**src/rtl/mem_bist_pkg.sv**
```systemverilog
// Shared definitions for the march-test BIST sequencer: state encoding,
// sweep direction and flush length.
package mem_bist_pkg;

  typedef enum logic [2:0] {
    ST_IDLE   = 3'd0,
    ST_FILL   = 3'd1,
    ST_M1_UP  = 3'd2,
    ST_M2_DN  = 3'd3,
    ST_VERIFY = 3'd4,
    ST_FLUSH  = 3'd5,
    ST_DONE   = 3'd6
  } state_e;

  localparam logic DIR_UP = 1'b0;
  localparam logic DIR_DN = 1'b1;

  localparam int FLUSH_LEN = 1;

  function automatic logic sweep_dir(input state_e s);
    return (s == ST_M2_DN) ? DIR_DN : DIR_UP;
  endfunction

endpackage

```
**src/rtl/mem_bist_checker.sv**
```systemverilog
// Read-back checker: aligns expected data/enable/address with the memory's
// registered output, then records a sticky fail, first failing address and
// a saturating error count.
module mem_bist_checker
  import mem_bist_pkg::*;
#(
  parameter int WORD_SIZE = 8,
  parameter int ADDR_SIZE = 4,
  parameter int ERR_WIDTH = 8
) (
  input  logic                 clk_i,
  input  logic                 rst_i,
  input  logic                 clr_i,
  input  logic                 chk_en_i,
  input  logic [WORD_SIZE-1:0] exp_i,
  input  logic [ADDR_SIZE-1:0] addr_i,
  input  logic [WORD_SIZE-1:0] dout_i,
  output logic                 fail_o,
  output logic [ADDR_SIZE-1:0] fail_addr_o,
  output logic [ERR_WIDTH-1:0] err_count_o
);

  logic                 en_p1_q, en_p1_d;
  logic [WORD_SIZE-1:0] exp_p1_q;
  logic [ADDR_SIZE-1:0] addr_p1_q;
  logic                 fail_q, fail_d;
  logic [ADDR_SIZE-1:0] fail_addr_q, fail_addr_d;
  logic [ERR_WIDTH-1:0] err_q, err_d;
  logic                 mismatch;

  function automatic logic [ERR_WIDTH-1:0] sat_inc(input logic [ERR_WIDTH-1:0] v);
    return (&v) ? v : v + ERR_WIDTH'(1);
  endfunction

  assign en_p1_d  = clr_i ? 1'b0 : chk_en_i;
  assign mismatch = en_p1_q && (dout_i != exp_p1_q);

  always_comb begin
    fail_d      = fail_q;
    fail_addr_d = fail_addr_q;
    err_d       = err_q;
    if (clr_i) begin
      fail_d      = 1'b0;
      fail_addr_d = '0;
      err_d       = '0;
    end else if (mismatch) begin
      fail_d = 1'b1;
      if (!fail_q) fail_addr_d = addr_p1_q;
      err_d = sat_inc(err_q);
    end
  end

  // stage p1: expectation delayed one edge to line up with the memory output
  always_ff @(posedge clk_i) begin
    if (rst_i) begin
      en_p1_q     <= 1'b0;
      exp_p1_q    <= '0;
      addr_p1_q   <= '0;
      fail_q      <= 1'b0;
      fail_addr_q <= '0;
      err_q       <= '0;
    end else begin
      en_p1_q     <= en_p1_d;
      exp_p1_q    <= exp_i;
      addr_p1_q   <= addr_i;
      fail_q      <= fail_d;
      fail_addr_q <= fail_addr_d;
      err_q       <= err_d;
    end
  end

  assign fail_o      = fail_q;
  assign fail_addr_o = fail_addr_q;
  assign err_count_o = err_q;

endmodule

```
**src/rtl/mem_bist.sv**
```systemverilog
// March-test BIST sequencer for a write-every-cycle, read-old-data memory:
// fill, ascending invert, descending restore, ascending verify.
module mem_bist
  import mem_bist_pkg::*;
#(
  parameter int          WORD_SIZE = 8,
  parameter int          ADDR_SIZE = 4,
  parameter int unsigned PATTERN   = 32'h55,
  parameter int          ERR_WIDTH = 8
) (
  input  logic                 CLK,
  input  logic                 RST,
  input  logic                 START,
  output logic [ADDR_SIZE-1:0] MEM_ADDR,
  output logic [WORD_SIZE-1:0] MEM_DIN,
  input  logic [WORD_SIZE-1:0] MEM_DOUT,
  output logic                 BUSY,
  output logic                 DONE,
  output logic                 FAIL,
  output logic [ADDR_SIZE-1:0] FAIL_ADDR,
  output logic [ERR_WIDTH-1:0] ERR_COUNT
);

  localparam logic [WORD_SIZE-1:0] PAT       = WORD_SIZE'(PATTERN);
  localparam logic [ADDR_SIZE-1:0] ADDR_LAST = {ADDR_SIZE{1'b1}};
  localparam logic [1:0]           FLUSH_END = 2'(FLUSH_LEN - 1);

  state_e               state_q, state_d;
  logic [ADDR_SIZE-1:0] addr_q, addr_d;
  logic [WORD_SIZE-1:0] din_q, din_d;
  logic [WORD_SIZE-1:0] exp_q, exp_d;
  logic                 chk_en_q, chk_en_d;
  logic                 busy_q, busy_d;
  logic                 done_q, done_d;
  logic [1:0]           flush_cnt_q, flush_cnt_d;
  logic                 clr;
  logic                 last;

  assign last = (sweep_dir(state_q) == DIR_DN) ? (addr_q == '0) : (addr_q == ADDR_LAST);

  always_comb begin
    state_d     = state_q;
    addr_d      = addr_q;
    din_d       = din_q;
    exp_d       = exp_q;
    chk_en_d    = 1'b0;
    busy_d      = busy_q;
    done_d      = done_q;
    flush_cnt_d = flush_cnt_q;
    clr         = 1'b0;
    unique case (state_q)
      ST_IDLE, ST_DONE: begin
        if (START) begin
          clr     = 1'b1;
          state_d = ST_FILL;
          addr_d  = '0;
          din_d   = PAT;
          busy_d  = 1'b1;
          done_d  = 1'b0;
        end
      end
      ST_FILL: begin
        if (last) begin
          state_d  = ST_M1_UP;
          addr_d   = '0;
          din_d    = ~PAT;
          exp_d    = PAT;
          chk_en_d = 1'b1;
        end else begin
          addr_d = addr_q + ADDR_SIZE'(1);
        end
      end
      ST_M1_UP: begin
        chk_en_d = 1'b1;
        if (last) begin
          // Same address again: the memory returns the ~P written one edge earlier.
          state_d = ST_M2_DN;
          din_d   = PAT;
          exp_d   = ~PAT;
        end else begin
          addr_d = addr_q + ADDR_SIZE'(1);
        end
      end
      ST_M2_DN: begin
        chk_en_d = 1'b1;
        if (last) begin
          state_d = ST_VERIFY;
          addr_d  = '0;
          din_d   = PAT;
          exp_d   = PAT;
        end else begin
          addr_d = addr_q - ADDR_SIZE'(1);
        end
      end
      ST_VERIFY: begin
        if (last) begin
          state_d     = ST_FLUSH;
          flush_cnt_d = '0;
        end else begin
          chk_en_d = 1'b1;
          addr_d   = addr_q + ADDR_SIZE'(1);
        end
      end
      ST_FLUSH: begin
        if (flush_cnt_q == FLUSH_END) begin
          state_d = ST_DONE;
          busy_d  = 1'b0;
          done_d  = 1'b1;
        end else begin
          flush_cnt_d = flush_cnt_q + 2'd1;
        end
      end
      default: state_d = ST_IDLE;
    endcase
  end

  always_ff @(posedge CLK) begin
    if (RST) begin
      state_q     <= ST_IDLE;
      addr_q      <= '0;
      din_q       <= '0;
      exp_q       <= '0;
      chk_en_q    <= 1'b0;
      busy_q      <= 1'b0;
      done_q      <= 1'b0;
      flush_cnt_q <= '0;
    end else begin
      state_q     <= state_d;
      addr_q      <= addr_d;
      din_q       <= din_d;
      exp_q       <= exp_d;
      chk_en_q    <= chk_en_d;
      busy_q      <= busy_d;
      done_q      <= done_d;
      flush_cnt_q <= flush_cnt_d;
    end
  end

  mem_bist_checker #(
    .WORD_SIZE(WORD_SIZE),
    .ADDR_SIZE(ADDR_SIZE),
    .ERR_WIDTH(ERR_WIDTH)
  ) u_checker (
    .clk_i      (CLK),
    .rst_i      (RST),
    .clr_i      (clr),
    .chk_en_i   (chk_en_q),
    .exp_i      (exp_q),
    .addr_i     (addr_q),
    .dout_i     (MEM_DOUT),
    .fail_o     (FAIL),
    .fail_addr_o(FAIL_ADDR),
    .err_count_o(ERR_COUNT)
  );

  assign MEM_ADDR = addr_q;
  assign MEM_DIN  = din_q;
  assign BUSY     = busy_q;
  assign DONE     = done_q;

endmodule

```
**config.mk**
```make
export PLATFORM = sky130hd
export DESIGN_NAME = mem_bist
export DESIGN_NICKNAME = d
export VERILOG_FILES = /design/src/rtl/mem_bist_pkg.sv /design/src/rtl/mem_bist_checker.sv /design/src/rtl/mem_bist.sv
export SDC_FILE = /design/constraint.sdc
export NUM_CORES = 1
export LEC_CHECK = 0
export ABC_CLOCK_PERIOD_IN_PS = 1750
export CORE_UTILIZATION = 46
export DETAILED_ROUTE_END_ITERATION = 7
export PLACE_DENSITY = 0.74
export SYNTH_ARGS = -nofsm -noshare
export SYNTH_HDL_FRONTEND = slang
export SYNTH_SLANG_ARGS = --single-unit
```
**constraint.sdc**
```tcl
create_clock -name CLK -period 1.75 [get_ports CLK]
set_input_delay 0.2625 -clock CLK [delete_from_list [all_inputs] [get_ports CLK]]
set_output_delay 0.2625 -clock CLK [all_outputs]
set_load 0.005 [all_outputs]
```
==> out/qor.yml <==
synth:
  yosys-top-cells-area: "dfxtp_1 (39%), mux2i_1 (4.3%), nand2_1 (3.9%), nor2_1 (3.9%), a21oi_1 (3.5%)"
  async_flop_share_pct: 0
  yosysMostFrequentCell: "dfxtp_1"
  synthFlopType: "dfxtp_1"
  synth_simple_gate_area_share_pct: 22.50
  synth_edf_count: 0
  synth_common_cells: "dfxtp_1 (36), nand2_1 (19), nor2_1 (19)"
  synth_adder_area_share_pct: 2.703
  avgSynthCellArea_um2: 8.341
  synth_area_um2: 1852
  synthCells: 222
  synth_top_area_share_pct: 38.92
  syn-num-nets: 237
  synth_warnings: 0
  synth_area_leader_cell: "dfxtp_1"
  synthMuxAreaShare_pct: 4.932
  synth_top_family_by_area: "simple AND/OR/NAND/NOR gates"
  synth_compound_area_share_pct: 21.35
  synth_cell_type_count: 49
  synth-seq-cells: 36
  yosysSeqAreaShare_pct: 38.92
  yosys.area_share.xor_xnor_pct: 1.824
pwr:
  ir_drop_mv: 0.5029
  p_leak_uw: 0.0009886
  power.density_nw_per_um2: 941.2
setup_path:
  critical_path.max_stage_delay_ns: 0.44
  cp.required_ns: 1.96
  crit_path_start_kind: "input port"
  timing.critical_path.from: "MEM_DOUT[4]"
  cp_max_fo: 6
  path_class: "input port to flip-flop"
  cp_data_arrival_time_ns: 1.91
  worst_setup_path_end_kind: "flip-flop"
  cp_slowest_cell: "clkdlybuf4s50_1"
  timing.rr.start: "state_q[1]"
  crit_chain: "clkdlybuf4s50_1 -> and4_1 -> mux2i_2 -> o221ai_2 -> buf_6 -> or3_1 -> a21oi_1"
floorplanning:
  die_width_um: 65.45
  fp-row-count: 22
  dieHeight_um: 65.45
  core-area_um2: 3771
  io_pins: 38
  start_util_pct: 49.10
  fp.dieArea_um2: 4283
layout:
  layout.cells.non_filler: 334
  postLayoutCoreUtil_pct: 69.91
  antennaDiodeCount: 0
  syn_to_final_growth_pct: 42.36
  fin_nets: 300
  drive_above_1_share_pct: 22.03
grt:
  first_global_vias: 1637
  grt_pass1_wl_um: 7058
  grt_usage_pct: 21.23
  antenna_found_initial: 0
  grt_max_degree: 12
  overflow: 0
worst_hold_path:
  worstHoldStart: "u_checker.addr_p1_q[0]"
  hold_class: "flip-flop to flip-flop"
status:
  outcome: "complete, no violations"
route:
  drt_first_pass_iters: 4
  ant_nets: 0
  drc: 0
  routed_wl_um: 4453
  vias: 1812
  viasPerCell: 5.425
  wl_per_cell_um: 13.33
  drt-initial-drc-count: 120
placement:
  placement.io_buffers: 37
  dp_cells: 325
  gp_congestion: 0.9082
  dp.final_hpwl_um: 3235
  post-place-ws_ns: -0.2795
clock_network:
  cts_root_buffer: "clkbuf_8"
  cts_num_sinks: 36
  clockBufferDepth: 2
  cts_tree: "done"
  numCtsBuffers: 5
  clkTransAtPathRegs_ns: 0.07
  clk-insertion-delay-late_ns: 0.28
  cts_setup_buffers: 0
  htreeDepth: 2
  hold_buffers: 0
timing:
  tightest_slew_ns: 0.4814
  fin_tns_setup_ns: 0
  fmax_mhz: 589.9
  slew_headroom_pct: 67.91
  period_needed_ns: 1.695
  skew_ns: 0.003243
  finalMaxSlewViolations: 0
  hold_viol_final: 0
  setup_viol: 0
  fin_crit_sh_pct: 96.87
  rsz0062_at_grt: "yes"
  fin_ws_ns: 0.05478
flow_run:
  drv_cap: 0
-- flip-flops by register name, summed over array words and instances, names as in the netlist, 2 cells and up --
name	cells
u_checker.err_count_o	8
flush_cnt_q	2
exp_q	2
u_checker.addr_p1_q	4
state_q	3
u_checker.exp_p1_q	2
u_checker.fail_addr_o	4
MEM_ADDR	4
MEM_DIN	2
-- power by group --
part	switching (uW)	leakage [uW]	internal (uW)
clock	284	0.0000510	314
combinational	465	0.000645	500
sequential	39.4	0.000292	879
-- cell usage in the layout, fill, tap and decap left out, types with 8 or more instances in the layout --
cell,count
buf_4,35
nand2_1,19
nand3_1,8
a21oi_1,11
nor2b_1,9
inv_1,12
clkdlybuf4s50_1,33
o21ai_0,9
dfxtp_1,34
nor2_1,18
-- path summary, 6_finish.rpt --
check	end	slack [ns]	cells past startpoint
min	u_checker.fail_addr_o[0]	0.45	2
max	u_checker.err_count_o[4]	0.05	7
min reg2reg	u_checker.fail_addr_o[0]	0.45	2
max reg2reg	state_q[2]	0.08	6
-- critical path: cells and delay by family --
kind	cells	cell delay, ns
AOI/OAI and AO/OA	2	0.30
and+or+nand+nor	2	0.52
buffers and inverters	2	0.59
muxes	1	0.23
-- stage by stage --
stage	hold WS (ns)	total power, uW	cell area (um^2)
floorplan	0.4057	1452	1856
global placement	0.4099	1829	2450
detailed placement	0.4222	1839	2450
CTS	0.4542	2458	2550
global route	0.4767	2627	2636
finish	0.4502	2481	2636
-- layout make-up --
cell class / instances / area (um^2)
Inverter: 12 / 45.04
Clock buffer: 6 / 82.58
Fill cell: 326 / 1135
Multi-Input combinational cell: 157 / 1061
Clock inverter: 2 / 10.01
Tap cell: 48 / 60.06
Timing Repair Buffer: 73 / 654.4
Sequential cell: 36 / 723.2
-- timing repair --
item	in CTS	in global routing
resized for setup	1	22
cloned	0	1
setup endpoints to repair	4	22
pin swaps	0	5
-- logic make-up after synthesis --
logic type                 after synthesis
AOI/OAI and AO/OA                       58
xor gates and xnor gates                 3
and+or+nand+nor                         83
muxes                                    9
DFF                                     36
buffers and inverters                   29
adders and majority gates                4
-- layer usage --
| metal | track usage [%] | vias to the layer above | share of wire (%) |
|---|---|---|---|
| met3 | 4.861 | 4 | 5.4 |
| met4 | 5.707 | 0 | 0.85 |
| li1 | - | 912 | - |
| met1 | 27.63 | 848 | 45 |
| met2 | 35.05 | 48 | 49 |
| met5 | 0 | - | 0 |
No activity file was read; power rests on OpenSTA's default activity.
